==> config.mk <==
export PLATFORM = sky130hd
export DESIGN_NAME = mem_load_ctrl
export DESIGN_NICKNAME = d
export VERILOG_FILES = /design/src/rtl/mem_load_ctrl.sv
export SDC_FILE = /design/constraint.sdc
export NUM_CORES = 1
export LEC_CHECK = 0
export ABC_CLOCK_PERIOD_IN_PS = 5100
export CORE_MARGIN = 3
export CORE_UTILIZATION = 42
export DETAILED_ROUTE_END_ITERATION = 16
export HOLD_SLACK_MARGIN = 0.03
export MAX_ROUTING_LAYER = met4
export PLACE_DENSITY = 0.85
export SYNTH_ARGS = -nofsm -noshare
export SYNTH_HDL_FRONTEND = slang
export SYNTH_SLANG_ARGS = --single-unit
==> constraint.sdc <==
create_clock -name clk_ -period 5.1 [get_ports clk_]
set_clock_uncertainty 0.1 [all_clocks]
set_input_delay 0.765 -clock clk_ [delete_from_list [all_inputs] [get_ports clk_]]
set_output_delay 0.765 -clock clk_ [all_outputs]
set_load 0.01 [all_outputs]
==> src/rtl/mem_load_ctrl.sv <==
// mem_load_ctrl: sequencing controller that fills a 512x32 word memory from a byte stream.
//
// Bytes arrive over a valid/ready handshake. The controller drives the external byte shift
// register's clear/shift/load strobes so that four bytes form one big-endian word (first byte
// in [31:24]). It writes each word to a wrapping address. When VERIFY is set it also reads the
// word back and compares it. While busy, this block is the only source of mem_we.
//
// Parameters
//   ADDR_W    memory address width (512 words)
//   DATA_W    memory word width
//   VERIFY    1 = read back and compare every written word, 0 = skip readback
//
// Ports
//   clk_           in   clock, rising edge
//   rst_           in   asynchronous, active-high reset
//   start          in   begin a load (sampled only when idle)
//   base_addr      in   first word address, latched on start
//   word_cnt       in   words to load (0..512, larger values saturate), latched on start
//   in_valid       in   byte available
//   in_data        in   byte, MSB-first within a word
//   in_ready       out  byte accepted this cycle (only combinational path: state == GET)
//   sr_clr         out  clear shift register
//   sr_shift       out  shift register left by 8, zero fill
//   sr_load        out  load sr_byte into shift register bits [7:0]
//   sr_byte        out  registered accepted byte
//   sr_word        in   shift register contents
//   mem_addr       out  memory address
//   mem_we         out  memory write enable
//   mem_wdata      out  write data (the shift register word)
//   mem_rdata      in   memory read data, one-cycle synchronous read
//   busy           out  high in every state except idle
//   done           out  one-cycle pulse at end of a load
//   err            out  sticky readback mismatch, cleared by start
//   words_written  out  words written since the last start

module mem_load_ctrl #(
  parameter int unsigned ADDR_W = 9,
  parameter int unsigned DATA_W = 32,
  parameter bit          VERIFY = 1'b1
) (
  input  logic              clk_,
  input  logic              rst_,
  input  logic              start,
  input  logic [ADDR_W-1:0] base_addr,
  input  logic [ADDR_W:0]   word_cnt,
  input  logic              in_valid,
  input  logic [7:0]        in_data,
  output logic              in_ready,
  output logic              sr_clr,
  output logic              sr_shift,
  output logic              sr_load,
  output logic [7:0]        sr_byte,
  input  logic [DATA_W-1:0] sr_word,
  output logic [ADDR_W-1:0] mem_addr,
  output logic              mem_we,
  output logic [DATA_W-1:0] mem_wdata,
  input  logic [DATA_W-1:0] mem_rdata,
  output logic              busy,
  output logic              done,
  output logic              err,
  output logic [ADDR_W:0]   words_written
);

  // Count-width constants; MaxWords is the memory depth (2**ADDR_W).
  localparam logic [ADDR_W:0]   MaxWords = {1'b1, {ADDR_W{1'b0}}};
  localparam logic [ADDR_W:0]   CntOne   = {{ADDR_W{1'b0}}, 1'b1};
  localparam logic [ADDR_W-1:0] AddrOne  = {{(ADDR_W-1){1'b0}}, 1'b1};

  typedef enum logic [3:0] {
    StIdle,
    StClr,
    StGet,
    StLoad,
    StShift,
    StWrite,
    StRaddr,
    StRchk,
    StDone
  } state_e;

  state_e            state_q, state_d;
  logic [ADDR_W-1:0] addr_q, addr_d;
  logic [ADDR_W:0]   rem_q, rem_d;
  logic [1:0]        idx_q, idx_d;
  logic [7:0]        byte_q, byte_d;
  logic              err_q, err_d;
  logic [ADDR_W:0]   wr_q, wr_d;
  logic              word_end;

  always_ff @(posedge clk_ or posedge rst_) begin
    if (rst_) begin
      state_q <= StIdle;
      addr_q  <= '0;
      rem_q   <= '0;
      idx_q   <= '0;
      byte_q  <= '0;
      err_q   <= 1'b0;
      wr_q    <= '0;
    end else begin
      state_q <= state_d;
      addr_q  <= addr_d;
      rem_q   <= rem_d;
      idx_q   <= idx_d;
      byte_q  <= byte_d;
      err_q   <= err_d;
      wr_q    <= wr_d;
    end
  end

  always_comb begin
    state_d  = state_q;
    addr_d   = addr_q;
    rem_d    = rem_q;
    idx_d    = idx_q;
    byte_d   = byte_q;
    err_d    = err_q;
    wr_d     = wr_q;
    word_end = 1'b0;

    unique case (state_q)
      StIdle: begin
        if (start) begin
          addr_d  = base_addr;
          rem_d   = (word_cnt > MaxWords) ? MaxWords : word_cnt;
          err_d   = 1'b0;
          wr_d    = '0;
          state_d = (word_cnt == '0) ? StDone : StClr;
        end
      end
      StClr: begin
        idx_d   = 2'd0;
        state_d = StGet;
      end
      StGet: begin
        if (in_valid) begin
          byte_d  = in_data;
          state_d = StLoad;
        end
      end
      StLoad: begin
        state_d = (idx_q == 2'd3) ? StWrite : StShift;
      end
      StShift: begin
        idx_d   = idx_q + 2'd1;
        state_d = StGet;
      end
      StWrite: begin
        wr_d = wr_q + CntOne;
        if (VERIFY) begin
          state_d = StRaddr;
        end else begin
          word_end = 1'b1;
        end
      end
      StRaddr: begin
        // Address is already on mem_addr; the synchronous read lands during StRchk.
        state_d = StRchk;
      end
      StRchk: begin
        if (mem_rdata != sr_word) begin
          err_d = 1'b1;
        end
        word_end = 1'b1;
      end
      StDone: begin
        state_d = StIdle;
      end
      default: begin
        state_d = StIdle;
      end
    endcase

    // Shared end-of-word step: advance the wrapping address and retire one word.
    if (word_end) begin
      addr_d  = addr_q + AddrOne;
      rem_d   = rem_q - CntOne;
      state_d = (rem_q == CntOne) ? StDone : StClr;
    end
  end

  // Strobes are decoded from the state register only, so at most one is high per cycle
  // and all of them drop the instant reset is applied.
  assign in_ready      = (state_q == StGet);
  assign sr_clr        = (state_q == StClr);
  assign sr_load       = (state_q == StLoad);
  assign sr_shift      = (state_q == StShift);
  assign mem_we        = (state_q == StWrite);
  assign done          = (state_q == StDone);
  assign busy          = (state_q != StIdle);
  assign mem_addr      = addr_q;
  assign mem_wdata     = sr_word;
  assign sr_byte       = byte_q;
  assign err           = err_q;
  assign words_written = wr_q;

endmodule

# Word-level counts from Yosys, hierarchy flattened
# Cells that the tools add are included.
[word_totals] regBits=44 latch_bits=0 ram_bits=0 mem_bits_ro=0 input_bits=95 output_inout_bits=67 memories=0
[op_classes] n_addsub=4 multipliers=0 div=0 n_lt_le_gt_ge=1 eq_ne=16 n_shift=0 mux=21 bitwise_logic=0 reduce_logical=14
[ops] cell="$mux W10" n=5
[ops] cell="$ne A32 B32 Y1" n=1
[ops] cell="$pmux W4 S7" n=1
[ops] cell="$mux W9" n=3
[ops] cell="$mux W4" n=5
[ops] cell="$pmux W10 S2" n=1
[ops] cell="$eq A4 B3 Y1 const B" n=4
[ops] cell="$add A10 B1 Y10 const B" n=1
[ops] cell="$eq A10 B1 Y1 const B" n=1
[ops] cell="$gt A10 B10 Y1 const B" n=1
[ops] cell="$logic_not A10 Y1" n=1
[ops] cell="$reduce_bool A2 Y1" n=5
[ops] cell="$sub A10 B1 Y10 const B" n=1
[ops] cell="$add A9 B1 Y9 const B" n=1
[ops] cell="$eq A4 B2 Y1 const B" n=2
[ops] cell="$ne A2 B2 Y1 const B" n=3
[ops] cell="$reduce_and A2 Y1" n=3
[ops] cell="$reduce_and A3 Y1" n=2
[ops] cell="$eq A4 B1 Y1 const B" n=1
[ops] cell="$eq A4 B4 Y1 const B" n=1
[ops] cell="$logic_not A4 Y1" n=1
[ops] cell="$mux W1" n=4
[ops] cell="$pmux W2 S2" n=1
[ops] cell="$reduce_bool A4 Y1" n=1
[ops] cell="other kinds (6)" n=6

# Longest topological paths before layout
# Gate-level depths: netlist of run 1.
[logic_depth] depth_word=5 mapped_depth=8

# Worst setup path after synthesis of run 1
# Ideal clock, no wire load.
[synth_timing] path_type="register to output" start="register state_q[0]" end="output sr_shift" arrival_ns=1.231 t_required_ns=4.235 path_slack_ns=3.004 path_stages_with_launch=3 n_path_buf=1 path_cell_list="dfrtp_1 buf_2 nor4b_1"
[synth_via] elab_chain_cells=1
[synth_rtl] item="start: declaration" line_no="81" source="state_e state_q, state_d;"
[synth_rtl] item="start signal: assignment" line_no="92" source="state_q <= StIdle;"
[synth_rtl] item="start signal: assignment" line_no="100" source="state_q <= state_d;"
[synth_rtl] item="$eq A4 B3 Y1" line_no="186" source="assign sr_shift = (state_q == StShift);"
[synth_rtl] item="end: declaration" line_no="50" source="output logic sr_shift,"
# No other way between the ends.

# Final worst setup path of run 1
[layout_timing] start="register state_q[0]" end="output mem_we"
[layout_via] elab_chain_cells=1
[layout_rtl] item="$eq A4 B3 Y1" line_no="187" source="assign mem_we = (state_q == StWrite);"
[layout_rtl] item="end: declaration" line_no="55" source="output logic mem_we,"
# No other way between the ends.

==> flow_summary.yaml, run 1 <==
outcome:
  status: "completed"
clock_network:
  cts_sinks: 44
  cts_resized: 0
  path_clk_slew_ns: 0.09
  post_cts_buffers: 0
  clockBufferDepth: 2
  postCtsHoldBufs: 0
  cts_max_level: 2
  cts-root-buf: "clkbuf_8"
  numCtsBuffers: 5
  clkLatencyLatePin_ns: 0.30
  cts_tree: "done"
drt:
  first_iter_violations: 122
  final_antenna_net_count: 0
  avgViaCountPerCell: 5.46
  vias: 2781
  wl_per_cell_microns: 16.8
  drc: 0
  firstDrtPassIters: 4
  routed_wl_microns: 8550
critical_path:
  startpoint_type: "flip-flop"
  r2r_setup_slack_ns: 2.51
  crit_path_end_kind: "output port"
  critPathMaxFanout: 13
  worstRegToRegCells: 5
  cpPeakStageDelay_ns: 0.57
  slowest_stage: "dfrtp_1"
  crit_type: "reg -> out"
  cp.arrival_ns: 2.08
  crit_path_cell_trace: "nand2b_1, nand3b_1, clkinv_1, clkdlybuf4s50_1"
  crit_cells: 4
  critical-path-top-delay-family: "buffers and inverters"
  crit_buf_inv: 2
  crit_required_ns: 4.24
placed_design:
  port_buffers: 161
  dpl.cell_count: 501
  dp_hpwl_microns: 6930
  place.gp.congestion: 0.891
  postPlaceCellArea_sq_um: 4270
sta:
  final.setup.tns_ns: 0
  drv_slew: 0
  period_share_pct: 57.8
  finalHoldViolCount: 0
  fmax_ghz: 0.339
  holdWs_ns: 0.391
  period_needed_ns: 2.95
  worst_pin_slew_ns: 0.805
  rsz0062_at_grt: "no"
  setup_viol_count_final: 0
  relSlewSlack_pct: 46.2
logic_synthesis:
  syn_area_per_cell_sq_um: 9.38
  syn-instance-count: 302
  synth_ff_type: "dfrtp_1"
  ys_ff_latch: 44
  synthesis.area_sq_um: 2830
  yosysSeqAreaShare_pct: 38.9
  synth_edf_count: 0
  syn_nets: 402
  yosysUniqueCellTypes: 47
  async_flop_share_pct: 100
  synth_warnings: 0
final_layout:
  drive_gt1_share_pct: 5.56
  syn_to_final_growth_pct: 54.9
  finalInstanceArea_sq_um: 4390
  diodes: 0
  final_cell_count_no_fill: 509
  fin_nets: 531
  nFillCells: 524
global_routing:
  grt.total_usage_pct: 23.7
  antenna_found_initial: 0
  grt_pass1_wl_microns: 14000
  grt_max_degree: 45
  grt_pass1_vias: 2820
  grt_overflow: 0
power:
  powerDensity_nw_per_um2: 400
  p_total_mw: 1.76
  ir_drop_mv: 0.298
  leakage_nw: 1.75
run:
  maxCapViolCount: 0
floorplanning:
  io-pin-count: 162
  fp-row-count: 29
  core_area_sq_um: 6460
  initial_utilization_pct: 43.9
  die_h_microns: 88.1
  fp.dieW_microns: 88.1
  die_area_sq_um: 7770
hold_path:
  holdPathStages: 2
  hold_path.class: "reg -> reg"
synth_stat cells, drive strengths merged (2+ instances only):
cell type  count  share of area (%)
inv            5               0.66
or3            3                1.0
o311ai         5                1.5
o21ai         15                2.7
mux2          10                4.0
nand2         32                4.2
xor2          35                 11
a221o          2               0.71
nand4          7                1.5
dfrtp         44                 39
and3           2               0.44
clkbuf         2               0.27
and2           2               0.44
nor4          12                2.7
nor2          18                2.4
a31oi          2               0.44
nand3         13                2.5
nand2b         2               0.44
or4            2               0.57
o211ai         9                2.4
buf           38                9.7
mux2i          3                1.1
nor3           5               0.88
nor2b          2               0.44
a21oi          5               0.88
a22oi          2               0.53
nor4b          2               0.62
nor3b          3               0.79
ha             5                2.2
and4           2               0.62
o31ai          2               0.53
state kept, by name, summed over array words and instances, names as in the netlist:
register,count
err,1
idx_q,2
mem_addr,9
rem_q,10
sr_byte,8
state_q,4
words_written,10
cell type report:
cell class                      count  area, sq um  share of cell area [%]
Inverter                            6         22.5                   0.513
Timing Repair Buffer              162         1620                    36.9
Tap cell                           77         96.3                    2.20
Sequential cell                    44         1100                    25.1
Multi-Input combinational cell    212         1430                    32.5
Clock buffer                        6         82.6                    1.88
Clock inverter                      2         38.8                   0.884
stage by stage:
stage	util (%)	worst slack, ns
2_1_floorplan	-	3.00
3_3_place_gp	66.0	2.39
3_5_place_dp	66.0	2.37
4_1_cts	67.9	2.14
5_1_grt	67.9	1.98
6_report	67.9	2.15
path summary, 6_finish.rpt:
kind	endpoint	from
worst max-delay path	mem_we	state_q[0]
worst min-delay path	err	err
worst max register to register	rem_q[3]	state_q[1]
worst min register to register	err	err
max in group asynchronous	mem_addr[0]	rst_
min in group asynchronous	sr_byte[6]	rst_
report_power, final:
group	leakage [nW]	switching [mW]	internal (mW)
logic	1.13	0.351	0.464
registers	0.554	0.160	0.491
clock network	0.0614	0.130	0.160
total	1.75	0.641	1.12
logic make-up (layout without fill, tap and decap cells):
kind of cell             Yosys count  in the layout  share of synthesized area [%]
AO/OA/AOI/OAI                     49             49                           11.8
AND/OR/NAND/NOR                  110            110                           20.5
adder cells (fa/ha/maj)            5              5                           2.21
XOR/XNOR                          35             35                           10.8
multiplexers                      13             13                           5.04
flip-flops                        44             44                           38.9
buffers and inverters             46            176                           10.8
cells in the final DEF (no fill, tap or decap), drive strengths merged, types with 3 or more instances in the layout:
master         instances
clkinv                 3
o311ai                 5
clkdlybuf4s50        161
clkbuf                 6
nand3                 13
xor2                  35
nor3b                  3
mux2                  10
o211ai                 9
o21ai                 15
dfrtp                 44
inv                    4
nand2                 32
or3                    3
nor2                  18
a21oi                  5
nand4                  7
ha                     5
nor4                  12
mux2i                  3
nor3                   5
metal layers:
metal	vias up	global-route usage (%)	share of wire (%)
met5	-	-	0
met4	0	5.49	1.4
met3	12	4.61	6.8
met1	1337	29.2	40
met2	112	40.0	52
li1	1320	-	-
worst min-delay path, cell delays in order (launching register included):
cell	delay (ns)
dfrtp_1	0.36
nand2_1	0.05
nand2_1	0.05
No activity file was read; power rests on OpenSTA's default activity.
==> inputs of run 2 (changes only) <==
==> config.mk (replaced) <==
export PLATFORM = sky130hd
export DESIGN_NAME = mem_load_ctrl
export DESIGN_NICKNAME = d
export VERILOG_FILES = /design/src/rtl/mem_load_ctrl.sv
export SDC_FILE = /design/constraint.sdc
export NUM_CORES = 1
export LEC_CHECK = 0
export ABC_CLOCK_PERIOD_IN_PS = 2600
export CORE_MARGIN = 3
export CORE_UTILIZATION = 35
export DETAILED_ROUTE_END_ITERATION = 16
export HOLD_SLACK_MARGIN = 0.03
export MAX_ROUTING_LAYER = met4
export PLACE_DENSITY = 0.76
export SYNTH_ARGS = -nofsm -noshare
export SYNTH_HDL_FRONTEND = slang
export SYNTH_SLANG_ARGS = --single-unit
==> constraint.sdc (replaced) <==
create_clock -name clk_ -period 2.6 [get_ports clk_]
set_clock_uncertainty 0.1 [all_clocks]
set_input_delay 0.39 -clock clk_ [delete_from_list [all_inputs] [get_ports clk_]]
set_output_delay 0.39 -clock clk_ [all_outputs]
set_load 0.01 [all_outputs]
==> flow_summary.yaml, run 2 (synthesis results as in run 1) <==
outcome:
  status: "completed"
critical_path:
  crit_buf_inv: 2
  startpoint_type: "flip-flop"
  cpPeakStageDelay_ns: 0.58
  crit_path_cell_trace: "nor4_1, inv_1, clkdlybuf4s50_1"
  crit_type: "reg -> out"
  critPathMaxFanout: 12
  crit_required_ns: 2.11
  slowest_stage: "nor4_1"
  critical-path-top-delay-family: "buffers and inverters"
  crit_path_end_kind: "output port"
  cp.arrival_ns: 2.02
placed_design:
  port_buffers: 161
  dp_hpwl_microns: 6720
  place.gp.congestion: 0.851
  dpl.cell_count: 530
  place_ws_ns: 0.344
power:
  ir_drop_mv: 0.388
  leakage_nw: 1.76
  powerDensity_nw_per_um2: 757
final_layout:
  register_area_sq_um: 1100
  syn_to_final_growth_pct: 56.8
  diodes: 0
  fin_nets: 537
  nFillCells: 719
  final_cell_mix: "clkdlybuf4s50_1, dfrtp_1, xor2_1"
  final_common_cell: "clkdlybuf4s50_1"
  multiInputGateArea_sq_um: 1430
  final_cell_count_no_fill: 540
  drive_gt1_share_pct: 7.31
floorplanning:
  fp-row-count: 32
  fp.dieW_microns: 96.0
  io-pin-count: 162
  initial_utilization_pct: 36.3
  die_area_sq_um: 9210
  die_h_microns: 96.0
  core_area_sq_um: 7810
global_routing:
  grt_pass1_vias: 2636
  grt_max_degree: 45
  grt.total_usage_pct: 18.9
  grt_overflow: 0
  grt_pass1_wl_microns: 13100
  antenna_found_initial: 0
drt:
  wl_per_cell_microns: 15.5
  drc: 0
  vias: 2685
  routed_wl_microns: 8360
  first_iter_violations: 118
  final_antenna_net_count: 0
  avgViaCountPerCell: 4.97
  firstDrtPassIters: 4
clock_network:
  clockBufferDepth: 2
  numCtsBuffers: 5
  path_clk_slew_ns: 0.08
  cts_tree: "done"
  clkLatencyLatePin_ns: 0.29
  cts_sinks: 44
  cts-root-buf: "clkbuf_8"
  cts_max_level: 2
sta:
  relSlewSlack_pct: 62.0
  finalHoldViolCount: 0
  rsz0062_at_grt: "yes"
  period_share_pct: 96.5
  holdWs_ns: 0.384
  worst_pin_slew_ns: 0.564
  fmax_ghz: 0.399
  final.setup.tns_ns: 0
  period_needed_ns: 2.51
  drv_slew: 0
  setup_viol_count_final: 0
  fin_ws_ns: 0.0918
run:
  maxCapViolCount: 0
hold_path:
  hold_path.class: "reg -> reg"
run 2: cell count changes in the layout (fill, tap and decap cells not counted), moves of 2 or more:
cell | before | now
buf_4 | 1 | 7
dfrtp_2 | 0 | 2
dfrtp_1 | 44 | 42
clkbuf_1 | 0 | 2
run 2: path summary, 6_finish.rpt:
kind / start / endpoint / slack, ns / depth (start not counted)
worst min register to register: err / err / 0.38 / 2
worst min-delay path: err / err / 0.38 / 2
min in group asynchronous: rst_ / words_written[2] / 0.45 / 3
max in group asynchronous: rst_ / state_q[3] / 1.54 / 3
worst max register to register: state_q[1] / words_written[2] / 0.41 / 6
worst max-delay path: state_q[1] / busy / 0.09 / 3
run 2: routing by layer:
layer  global-route usage [%]  wire length, microns
met5                        -                     0
met3                     3.44                   448
met4                     4.74                    87
met1                     23.8                  3470
met2                     31.6                  4350
run 2: timing repair:
action	in CTS	in global routing
gates resized for setup	0	3
hold buffers	0	0
endpoints found under the setup margin	0	3
setup buffers	0	2
run 2: metrics by stage:
stage,utilization (%),instance area (sq um),total power [mW]
after floorplan,-,2830,2.11
after global placement,55.4,4330,2.85
after detailed placement,55.4,4330,2.91
after CTS,56.6,4420,3.37
after global routing,56.9,4440,3.63
final,56.9,4440,3.36
run 2: power breakdown:
| part | leakage, nW | switching (mW) | internal (mW) |
|---|---|---|---|
| registers | 0.551 | 0.304 | 0.965 |
| logic | 1.17 | 0.710 | 0.937 |
| clock network | 0.0455 | 0.229 | 0.217 |
run 2: final cells by class:
cell class / count / share of cell area (%)
Clock buffer: 8 / 2.03
Inverter: 6 / 0.507
Multi-Input combinational cell: 212 / 32.3
Sequential cell: 44 / 24.9
Tap cell: 102 / 2.87
Timing Repair Buffer: 168 / 37.5
run 2: tightest hold or removal path, stage by stage, from the launching register on:
cell and delay (ns):
dfrtp_1 0.35, nand2_1 0.05, nand2_1 0.05
==> inputs of run 3 (changes only) <==
--- a/config.mk
+++ b/config.mk
@@ -12,6 +12,7 @@
 export HOLD_SLACK_MARGIN = 0.03
 export MAX_ROUTING_LAYER = met4
 export PLACE_DENSITY = 0.76
+export REMOVE_ABC_BUFFERS = 1
 export SYNTH_ARGS = -nofsm -noshare
 export SYNTH_HDL_FRONTEND = slang
 export SYNTH_SLANG_ARGS = --single-unit
==> flow_summary.yaml, run 3 (synthesis results as in run 1) <==
critical_path:
  crit_path_cell_trace: "nand2b_1, nand3b_1, inv_2, clkdlybuf4s50_1"
  critical-path-top-delay-family: "buffers and inverters"
  slowest_stage: "clkdlybuf4s50_1"
  cp.arrival_ns: 2.03
  crit_type: "reg -> out"
  crit_required_ns: 2.11
  critPathMaxFanout: 11
  startpoint_type: "flip-flop"
  crit_buf_inv: 2
  crit_path_end_kind: "output port"
  cpPeakStageDelay_ns: 0.55
drt:
  final_antenna_net_count: 0
  firstDrtPassIters: 4
  avgViaCountPerCell: 5.08
  drc: 0
  routed_wl_microns: 8270
  wl_per_cell_microns: 15.2
  first_iter_violations: 91
  vias: 2769
clock_network:
  cts_sinks: 44
  postCtsHoldBufs: 0
  cts-root-buf: "clkbuf_8"
  path_clk_slew_ns: 0.08
  clockBufferDepth: 2
  cts_max_level: 2
  clkLatencyLatePin_ns: 0.29
  cts_tree: "done"
  numCtsBuffers: 5
floorplanning:
  initial_utilization_pct: 36.3
  die_h_microns: 96.0
  io-pin-count: 162
  core_area_sq_um: 7810
  fp.dieW_microns: 96.0
  fp-row-count: 32
  die_area_sq_um: 9210
placed_design:
  port_buffers: 161
  dp_hpwl_microns: 6720
  place.gp.congestion: 0.790
  dpl.cell_count: 531
  postPlaceCellArea_sq_um: 4330
hold_path:
  hold_path.class: "in -> async"
run:
  maxCapViolCount: 0
final_layout:
  fin_nets: 542
  final_common_cell: "clkdlybuf4s50_1"
  finalInstanceArea_sq_um: 4510
  diodes: 0
  syn_to_final_growth_pct: 59.3
  final_cell_count_no_fill: 545
  final_cell_mix: "clkdlybuf4s50_1, dfrtp_1, xor2_1"
  drive_gt1_share_pct: 8.80
sta:
  drv_slew: 0
  finalHoldViolCount: 0
  period_share_pct: 96.8
  worst_pin_slew_ns: 0.527
  relSlewSlack_pct: 64.5
  setup_viol_count_final: 0
  final.setup.tns_ns: 0
  fmax_ghz: 0.397
  holdWs_ns: 0.302
  period_needed_ns: 2.52
global_routing:
  grt.total_usage_pct: 18.9
  grt_pass1_wl_microns: 13200
  grt_pass1_vias: 2825
  grt_max_degree: 24
  antenna_found_initial: 0
  grt_overflow: 0
power:
  ir_drop_mv: 0.293
  leakage_nw: 1.81
  powerDensity_nw_per_um2: 775
outcome:
  status: "completed"
-- run 3: worst paths after layout --
| check | startpoint | end | slack [ns] | cells after the start |
|---|---|---|---|---|
| max | state_q[3] | mem_we | 0.08 | 4 |
| min | rst_ | mem_addr[6] | 0.30 | 2 |
| max reg2reg | state_q[2] | rem_q[9] | 0.47 | 5 |
| min reg2reg | err | err | 0.38 | 2 |
| max in group asynchronous | rst_ | state_q[0] | 1.54 | 3 |
| min in group clk_ | err | err | 0.38 | 2 |
-- run 3: report_power, final --
| group | switching [mW] | leakage [nW] | internal [mW] |
|---|---|---|---|
| sequential | 0.305 | 0.553 | 0.965 |
| combinational | 0.701 | 1.20 | 0.953 |
| clock | 0.232 | 0.0645 | 0.339 |
| total | 1.24 | 1.81 | 2.26 |
-- run 3: area by class of cell --
class / instances / area, sq um
multi-input cells: 212 / 1430
fillers: 706 / 3290
flip-flops and latches: 44 / 1100
clock inverters: 1 / 30.0
repair buffers: 173 / 1700
clock buffers: 7 / 96.3
inverters: 6 / 22.5
well taps: 102 / 128
-- run 3: what timing repair did --
| item | in CTS | in global routing |
|---|---|---|
| hold endpoints to repair | 0 | 0 |
| gates resized for setup | 0 | 3 |
| buffers inserted | 0 | 6 |
| setup endpoints to repair | 0 | 2 |
-- run 3: metal layers --
metal / part of all wire, % / wire length, microns / GRT usage (%) / up-vias
met4: 1.8 / 146 / 4.27 / 0
met5: 0 / 0 / - / -
met1: 40 / 3280 / 22.0 / 1293
met2: 52 / 4290 / 32.9 / 118
li1: - / - / - / 1344
met3: 6.8 / 561 / 4.53 / 14
-- run 3: through the flow --
stage	utilization, %	power, mW	setup slack (ns)
detailed placement	55.5	2.92	0.388
global route	57.8	3.78	-0.0140
global placement	55.5	2.85	0.455
CTS	57.1	3.49	0.0466
floorplan	-	2.02	0.529
finish	57.8	3.50	0.0837
-- run 3: worst register-to-register path, cell delays in order, from the launching register on --
cell and delay, ns:
dfrtp_1 0.59, and4b_1 0.48, nand3_2 0.18, nor2_1 0.28, a21oi_1 0.12, a221o_1 0.27
